**src/rtl/piso_serializer.sv**
```systemverilog
// Parallel-in/serial-out transmitter: valid/ready word load, one bit per clock,
// registered frame markers and optional trailing even-parity bit.
module piso_serializer #(
  parameter int unsigned WIDTH     = 8,
  parameter bit          MSB_FIRST = 1'b1,
  parameter bit          PARITY_EN = 1'b0
) (
  input  logic             clk,
  input  logic             reset,
  input  logic             load_valid,
  input  logic [WIDTH-1:0] load_data,
  output logic             load_ready,
  output logic             ser_out,
  output logic             ser_valid,
  output logic             frame_start,
  output logic             frame_end,
  output logic             busy
);

  localparam int unsigned FRAME_LEN = WIDTH + (PARITY_EN ? 1 : 0);
  localparam int unsigned CW        = $clog2(FRAME_LEN);
  localparam logic [CW-1:0] LAST_IDX  = CW'(FRAME_LEN - 1);
  localparam logic [CW-1:0] LAST_DATA = CW'(WIDTH - 1);

  typedef enum logic [1:0] {ST_IDLE, ST_SHIFT, ST_PAR} state_t;

  state_t           r_state;
  state_t           w_next_state;
  logic [WIDTH-1:0] r_shift;
  logic [CW-1:0]    r_cnt;
  logic [CW-1:0]    w_cnt_inc;
  logic             r_par;
  logic             r_ser_out;
  logic             r_ser_valid;
  logic             r_frame_start;
  logic             r_frame_end;
  logic             w_last;
  logic             w_accept;

  always_ff @(posedge clk or negedge reset) begin
    if (!reset) r_state <= ST_IDLE;
    else        r_state <= w_next_state;
  end

  always_comb begin
    w_next_state = r_state;
    case (r_state)
      ST_IDLE:  if (w_accept) w_next_state = ST_SHIFT;
      ST_SHIFT: begin
        if (r_cnt == LAST_DATA) begin
          if (PARITY_EN)     w_next_state = ST_PAR;
          else if (w_accept) w_next_state = ST_SHIFT;
          else               w_next_state = ST_IDLE;
        end
      end
      ST_PAR:   w_next_state = w_accept ? ST_SHIFT : ST_IDLE;
      default:  w_next_state = ST_IDLE;
    endcase
  end

  // The last frame bit is on the wire while r_cnt == LAST_IDX, so a new
  // word can be taken on that edge for a zero-gap back-to-back frame.
  always_comb begin
    w_last     = (r_state != ST_IDLE) && (r_cnt == LAST_IDX);
    load_ready = (r_state == ST_IDLE) || w_last;
    w_accept   = load_valid && load_ready;
    busy       = (r_state != ST_IDLE);
    w_cnt_inc  = r_cnt + 1'b1;
  end

  // r_shift holds the not-yet-sent bits, already advanced past the bit on ser_out.
  always_ff @(posedge clk or negedge reset) begin
    if (!reset) begin
      r_shift       <= '0;
      r_cnt         <= '0;
      r_par         <= 1'b0;
      r_ser_out     <= 1'b0;
      r_ser_valid   <= 1'b0;
      r_frame_start <= 1'b0;
      r_frame_end   <= 1'b0;
    end else if (w_accept) begin
      r_shift       <= MSB_FIRST ? (load_data << 1) : (load_data >> 1);
      r_ser_out     <= MSB_FIRST ? load_data[WIDTH-1] : load_data[0];
      r_par         <= ^load_data;
      r_cnt         <= '0;
      r_ser_valid   <= 1'b1;
      r_frame_start <= 1'b1;
      r_frame_end   <= 1'b0;
    end else if ((r_state != ST_IDLE) && !w_last) begin
      r_cnt         <= w_cnt_inc;
      r_ser_valid   <= 1'b1;
      r_frame_start <= 1'b0;
      r_frame_end   <= (w_cnt_inc == LAST_IDX);
      if (w_next_state == ST_PAR) begin
        r_ser_out <= r_par;
      end else begin
        r_ser_out <= MSB_FIRST ? r_shift[WIDTH-1] : r_shift[0];
        r_shift   <= MSB_FIRST ? (r_shift << 1) : (r_shift >> 1);
      end
    end else begin
      r_shift       <= '0;
      r_cnt         <= '0;
      r_ser_out     <= 1'b0;
      r_ser_valid   <= 1'b0;
      r_frame_start <= 1'b0;
      r_frame_end   <= 1'b0;
    end
  end

  assign ser_out     = r_ser_out;
  assign ser_valid   = r_ser_valid;
  assign frame_start = r_frame_start;
  assign frame_end   = r_frame_end;

endmodule

```
**config.mk**
```make
export PLATFORM = sky130hd
export DESIGN_NAME = piso_serializer
export DESIGN_NICKNAME = d
export VERILOG_FILES = /design/src/rtl/piso_serializer.sv
export SDC_FILE = /design/constraint.sdc
export NUM_CORES = 1
export LEC_CHECK = 0
export ABC_AREA = 1
export BUFFER_PORTS_ARGS = -buffer_cell sky130_fd_sc_hd__buf_2
export CAP_MARGIN = 40
export CORE_UTILIZATION = 49
export CTS_CLUSTER_DIAMETER = 100
export DETAILED_ROUTE_END_ITERATION = 10
export PLACE_DENSITY = 0.74
export SLEW_MARGIN = 20
export SYNTH_ARGS = -nofsm -noshare
export SYNTH_HDL_FRONTEND = slang
export SYNTH_SLANG_ARGS = --single-unit
```
**constraint.sdc**
```tcl
create_clock -name clk -period 1.5 [get_ports clk]
set_input_delay 0.3 -clock clk [delete_from_list [all_inputs] [get_ports clk]]
set_output_delay 0.3 -clock clk [all_outputs]
set_load 0.02 [all_outputs]
```
After elaboration in Yosys (flattened, before gate mapping):

Cells that the tools add are included.

* register bits after elaboration: 18
* bits of input ports: 11
* output and inout bits: 6

* $add $sub $neg: 1
* equality and inequality tests: 6
* mux-type cells: 17
* reductions and logical operators: 8

Operators with widths (number)
* 2-to-1 mux 8 bit: 3
* 2-to-1 mux 1 bit: 9
* XOR reduction 8 bit: 1
* == test 3 bit (second input constant): 2
* 2-to-1 mux 3 bit: 2
* case mux 2 bit (3 select lines): 1
* == test 2 bit (second input constant): 2
* 2-to-1 mux 2 bit: 2
* adder 3 x 1 -> 3 bit (second input constant): 1
* logical AND 1 bit: 3
* != test 3 bit (second input constant): 1
* == test 2 x 1 -> 1 bit (second input constant): 1
* zero test 2 bit: 1
* nonzero test 2 bit: 1
* zero test 1 bit: 1
* logical OR 1 bit: 1

Depth between registers and ports, before layout:

Gate-level depths: netlist of the first run.

* depth after elaboration: 11
* depth in mapped cells: 7

Worst setup path before layout of the first run:

Ideal clock, no wire load.

* kind: register -> output
* from: reg r_cnt[0]
* to: out load_ready
* data arrival time: 1005 ps
* required time: 1200 ps
* path slack: 195 ps
* stages on the path, launching flop included: 5
* path buffers: 0
* path through: dfrtp_1 -> ha_1 -> ha_1 -> inv_2 -> nand2_8

* word-level cells in the longest chain between the ends: 3

RTL lines
* start: declaration: line 30 `logic [CW-1:0] r_cnt;`
* start signal: assignment: line 90 `r_cnt <= w_cnt_inc;`
* == test 3 bit: line 64 `w_last = (r_state != ST_IDLE) && (r_cnt == LAST_IDX);`
* logical AND 1 bit: line 64
* logical OR 1 bit: line 65 `load_ready = (r_state == ST_IDLE) || w_last;`
* end: declaration: line 12 `output logic load_ready,`

No other way between the ends.

Worst setup path in the final report of the first run:

Ends and elaborated chain as after synthesis.

==> impl_metrics.tcl, run 1 <==
set metrics [dict create \
    status "finished with violations" \
    violations "negative setup slack" \
    fin_worst_skew_ns 0.00485 \
    fin_nets 103 \
    path_max_fanout 2 \
    slowest_delay_ns 0.40 \
    peakVddDrop_mv 0.963 \
    critPathBufInv 2 \
    finalMaxSlewViolations 0 \
    grt_max_degree 17 \
    cts_buffers 3 \
    synth_seq_cells 16 \
    ys_types 14 \
    cts_sinks 16 \
    cp.required_ns 1.20 \
    netlist.area_leader.share_pct 57.6 \
    drc_errors 0 \
    syn_area_per_cell_um2 11.0 \
    busiest_layer "met2" \
    dp_slack_ns 0.0716 \
    hold_viol_final 0 \
    wl_mm 1.25 \
    setup_viol 1 \
    diodes 0 \
    async_flop_share_pct 100 \
    cp-start-kind "register" \
    seqPwrFrac_pct 46.5 \
    end_kind "output port" \
    h-tree-depth 1 \
    grt_pass1_vias 445 \
    crit_family "flip-flops" \
    fill_cells 110 \
    core-area_um2 1320 \
    rows 13 \
    place_area_um2 798 \
    finalWorstSetupSlack_ns -0.0792 \
    dpl.hpwl_um 836 \
    internal-power_w 0.000805 \
    synth_cells 63 \
    hold_path.class "in2reg" \
    post-route-period-util_pct 105 \
    synth_top_flop_cell "dfrtp_1" \
    dp.cells 95 \
    power_density_nw_per_um2 1310 \
    fin_crit_ns 1.58 \
    syn-cell-area_um2 696 \
    antenna_found_initial 0 \
    grt_usage_pct 20.9 \
    drv_cap 0 \
    area_growth_pct 28.4 \
    viasPerCell 4.62 \
    routedWlPerCell_um 12.2 \
    p_switching_w 0.000363 \
    grt_util_met3_pct 5.11 \
    ys_warn_count 0 \
    clkPwrFrac_pct 24.6 \
    synth_nets 77 \
    place_congestion 0.769 \
    die_w_um 39.7 \
    grt_overflow 0 \
    power.leakage_nw 0.482 \
    p_total_w 0.00117 \
    ios 17 \
    synthTopCellsByCount "dfrtp_1 (16), inv_1 (12), nand3_1 (7), o21ai_2 (7)" \
    combPwrFrac_pct 28.9 \
    die-area_um2 1570 \
    design_area_um2 893 \
    cts_tree "built" \
    yosysTopAreaCell "dfrtp_1" \
    synth_edf_count 0 \
    ys_seq_area_share_pct 57.6 \
    use_met2_pct 33.6 \
    met1_usage_pct 24.5 \
    drt-pass1-iter-count 4 \
    path_cells "ha_2 > ha_4 > inv_4 > nand2_8 > buf_6" \
    postRouteAntennaNets 0 \
    cp_data_arrival_time_ns 1.28 \
    max_freq_mhz 633 \
    critPathKind "reg2out" \
    drive_above_1_share_pct 44.3 \
    critPathSlowestCell "dfrtp_1" \
    vias 476 \
    clk_latency_ns 0.29 \
    stdcell_count 103 \
    timing.setup.tns_ns -0.0792 \
    fp.dieH_um 39.7 \
    grt_setup_unrepaired "yes" \
    yosys.cell_count.top_type "dfrtp_1" \
    grt_first_pass_wirelength_mm 2.04 \
    start_util_pct 52.8 \
    drtIter0Drc 6 \
    synthTopCellsByArea "dfrtp_1 (58%), o21ai_2 (8.8%), inv_1 (6.5%), nand2_8 (5.8%), ha_1 (5.4%)" \
    path_clk_slew_ns 0.10 \
    swShare_pct 31.0 \
    cts_root_buffer "clkbuf_4" \
    port_buffers 16 \
    clockBufferDepth 2 \
]
==> cell usage in the layout, fill, tap and decap left out, types with 2 or more instances in the layout <==
master,synthesis,final
dfrtp_1,16,16
buf_2,0,15
inv_1,12,12
nand3_1,7,7
o21ai_2,7,7
nand2_1,5,5
nor2_1,5,5
buf_4,0,5
clkbuf_4,0,3
nand2_8,2,2
==> state kept, by name, summed over array words and instances, names as in the netlist <==
signal,cells
ser_valid,1
r_shift,7
r_state,2
ser_out,1
frame_start,1
r_cnt,3
frame_end,1
==> final cells by class <==
type / instances / area (um^2) / area share (%)
repair buffers: 22 / 134 / 15.0
flip-flops and latches: 16 / 400 / 44.8
clock buffers: 4 / 36.3 / 4.06
multi-input cells: 32 / 244 / 27.3
well taps: 15 / 18.8 / 2.10
inverters: 14 / 60.1 / 6.72
==> worst min-delay path, stage by stage <==
cell and delay, ns:
buf_2 0.10, inv_1 0.05, nor2_1 0.04
==> power by group through the flow <==
| stage | registers, W | logic (W) | clock network, W |
|---|---|---|---|
| global placement | 0.000542 | 0.000253 | 0 |
| detailed placement | 0.000546 | 0.000263 | 0 |
| floorplan | 0.000556 | 0.000169 | 0 |
| CTS | 0.000544 | 0.000317 | 0.000290 |
| finish | 0.000544 | 0.000337 | 0.000287 |
| global route | 0.000550 | 0.000370 | 0.000315 |
==> timing repair <==
item                       CTS  global route
resized for setup            7             0
setup endpoints to repair    2             1
hold endpoints to repair    16             0
pin swaps                    1             0
buffers inserted             3             0
hold buffers                 1             0
==> cells by family after synthesis <==
logic type      Yosys count  synth area share (%)
compound gates            8                  9.53
fa+ha+maj                 3                  5.40
buf+inv                  15                  9.89
flops                    16                  57.6
other cells               1                 0.539
simple gates             20                  17.1
==> stage by stage <==
step | utilization (%) | hold slack (ns)
floorplan | - | 0.00441
global placement | 60.6 | 0.227
detailed placement | 60.6 | 0.223
CTS | 67.8 | 0.221
global route | 67.8 | 0.225
finish | 67.8 | 0.215
==> metal layers <==
layer / share of wire, % / routed length, um
met1: 42 / 522
met2: 54 / 679
met3: 2.5 / 31
met4: 1.5 / 19
met5: 0 / 0
==> final timing paths <==
check                      cells past startpoint  slack [ns]    startpoint    endpoint
min in group asynchronous                      2        0.43         reset  r_shift[1]
max reg2reg                                    9        0.15      r_cnt[0]  r_state[0]
min reg2reg                                    2        0.50    r_shift[3]  r_shift[4]
max in group asynchronous                      2        0.82         reset  r_shift[7]
max                                            5       -0.08      r_cnt[0]  load_ready
min                                            3        0.21  load_data[0]  r_shift[1]
Note: power is estimated with default switching activity, not from simulation.
==> run 2, diff against run 1 <==
--- a/config.mk
+++ b/config.mk
@@ -8,10 +8,11 @@
 export ABC_AREA = 1
 export BUFFER_PORTS_ARGS = -buffer_cell sky130_fd_sc_hd__buf_2
 export CAP_MARGIN = 40
-export CORE_UTILIZATION = 49
+export CORE_UTILIZATION = 53
+export CTS_BUF_LIST = sky130_fd_sc_hd__clkbuf_4 sky130_fd_sc_hd__clkbuf_8
 export CTS_CLUSTER_DIAMETER = 100
 export DETAILED_ROUTE_END_ITERATION = 10
-export PLACE_DENSITY = 0.74
+export PLACE_DENSITY = 0.79
 export SLEW_MARGIN = 20
 export SYNTH_ARGS = -nofsm -noshare
 export SYNTH_HDL_FRONTEND = slang
==> run 2 against run 1 <==
  * The run still ends with negative setup slack left
  * Cell count unchanged
  * Critical path depth unchanged
  * Fmax about the same
  * Clock power down 24%
  * Die area down 7.2%
==> impl_metrics.tcl, run 2 (synthesis gave the netlist of run 1 again) <==
set metrics [dict create \
    setup_viol 1 \
    fin_nets 105 \
    fill_cells 66 \
    finalMaxSlewViolations 0 \
    fin_worst_skew_ns 0.00712 \
    dpl.hpwl_um 829 \
    multi_input_area_um2 244 \
    post-route-period-util_pct 105 \
    r2r_slack_ns 0.12 \
    postRouteAntennaNets 0 \
    viasPerCell 5.05 \
    endpoint "load_ready" \
    cp.required_ns 1.20 \
    status "finished with violations" \
    hold_viol_final 0 \
    seqPwrFrac_pct 49.0 \
    cts_tree "built" \
    drive_above_1_share_pct 44.9 \
    violations "negative setup slack" \
    cp_data_arrival_time_ns 1.28 \
    routedWlPerCell_um 13.2 \
    worstSetupStartpoint "r_cnt[0]" \
    die_w_um 38.2 \
    critPathSlowestCell "dfrtp_1" \
    r2r-start "r_cnt[0]" \
    clkPwrFrac_pct 19.5 \
    reg_top3 "r_shift (7), r_cnt (3), r_state (2)" \
    final_common_cell "dfrtp_1" \
    mostFrequentLayoutCells "dfrtp_1 (16), buf_2 (15), inv_1 (12)" \
    grt_pass1_vias 539 \
    path_cells "ha_2 > ha_4 > inv_4 > nand2_8 > buf_6" \
    design_area_um2 893 \
    dp.cells 94 \
    cts_root_buffer "clkbuf_4" \
    p_switching_w 0.000346 \
    grt_setup_unrepaired "yes" \
    place_congestion 0.734 \
    stdcell_count 103 \
    path_max_fanout 2 \
    grt_usage_pct 22.7 \
    swShare_pct 31.1 \
    place_area_um2 797 \
    die-area_um2 1460 \
    clockBufferDepth 2 \
    wl_mm 1.36 \
    clk_latency_ns 0.28 \
    r2r_end "r_state[0]" \
    max_freq_mhz 634 \
    register_area_um2 400 \
    grt_overflow 0 \
    hold_path.class "in2reg" \
    fp.dieH_um 38.2 \
    drv_cap 0 \
    finalWorstSetupSlack_ns -0.0780 \
    antenna_found_initial 0 \
    grt_first_pass_wirelength_mm 2.11 \
    drt-pass1-iter-count 4 \
    h-tree-depth 1 \
    end_kind "output port" \
    start_util_pct 60.2 \
    internal-power_w 0.000768 \
    peakVddDrop_mv 0.812 \
    rows 12 \
    worstRegToRegCells 8 \
    power.leakage_nw 0.485 \
    top_register "r_shift" \
    core-area_um2 1160 \
    grt_max_degree 17 \
    diodes 0 \
    combPwrFrac_pct 31.5 \
    ios 17 \
    path_clk_slew_ns 0.09 \
    cp-start-kind "register" \
    area_growth_pct 28.4 \
    drc_errors 0 \
    largest_reg_flops 7 \
    cts_sinks 16 \
    power_density_nw_per_um2 1250 \
    utilization_pct 77.3 \
    port_buffers 16 \
    drtIter0Drc 17 \
    slowest_delay_ns 0.41 \
    cts_buffers 3 \
    vias 520 \
    fin_crit_ns 1.58 \
    critPathKind "reg2out" \
    timing.setup.tns_ns -0.0780 \
]
run 2: cell types whose count changed in the layout (fill, tap and decap cells not counted):
cell	previous run	this run
clkbuf_8	1	0
buf_4	5	7
run 2: how the worst min path moves through the flow:
| stage | to | start | cells past startpoint | slack (ns) |
|---|---|---|---|---|
| after detailed placement | r_state[0] | reset | 1 | 0.23 |
| after CTS | r_shift[1] | load_data[0] | 3 | 0.23 |
| after floorplan | frame_end | reset | 0 | 0.004 |
| final | r_shift[1] | load_data[0] | 3 | 0.23 |
| after global routing | r_shift[1] | load_data[0] | 3 | 0.22 |
| after global placement | r_state[0] | reset | 1 | 0.22 |
run 2: power groups by stage:
| stage | clock (W) | sequential [W] | combinational, W |
|---|---|---|---|
| final | 0.000217 | 0.000546 | 0.000351 |
| after global routing | 0.000244 | 0.000555 | 0.000384 |
| after CTS | 0.000225 | 0.000545 | 0.000334 |
| after detailed placement | 0 | 0.000547 | 0.000261 |
| after global placement | 0 | 0.000542 | 0.000253 |
| after floorplan | 0 | 0.000556 | 0.000169 |
run 2: final cells by class:
cell class,count,share of cell area (%)
Clock buffer,3,2.52
Inverter,14,6.72
Multi-Input combinational cell,32,27.3
Sequential cell,16,44.8
Tap cell,14,1.96
Timing Repair Buffer,24,16.7
run 2: routing by layer:
layer	track usage, %	vias up	part of all wire [%]
met5	0	-	0
met4	23.2	0	5.3
met3	3.49	10	4.5
met2	38.6	23	51
met1	22.5	246	39
li1	-	241	-
run 2: worst max-delay path, delay by kind of cell (launching register included):
family | cells | cell delay [ns]
DFF | 1 | 0.41
adders and majority gates | 2 | 0.35
buffers and inverters | 2 | 0.19
and+or+nand+nor | 1 | 0.05
run 2: metrics by stage:
step	setup slack, ns	hold slack, ns	power (W)
2_1_floorplan	0.195	0.00441	0.000726
3_5_place_dp	0.0683	0.229	0.000808
6_report	-0.0780	0.230	0.00111
5_1_grt	-0.128	0.220	0.00118
4_1_cts	-0.0683	0.231	0.00110
3_3_place_gp	0.103	0.224	0.000794
run 2: repair_timing:
item	4_1_cts	5_1_grt
pin swaps	2	0
hold endpoints to repair	16	0
gates resized for setup	7	0
setup buffers	4	1
hold buffers	1	0
setup endpoints to repair	2	1
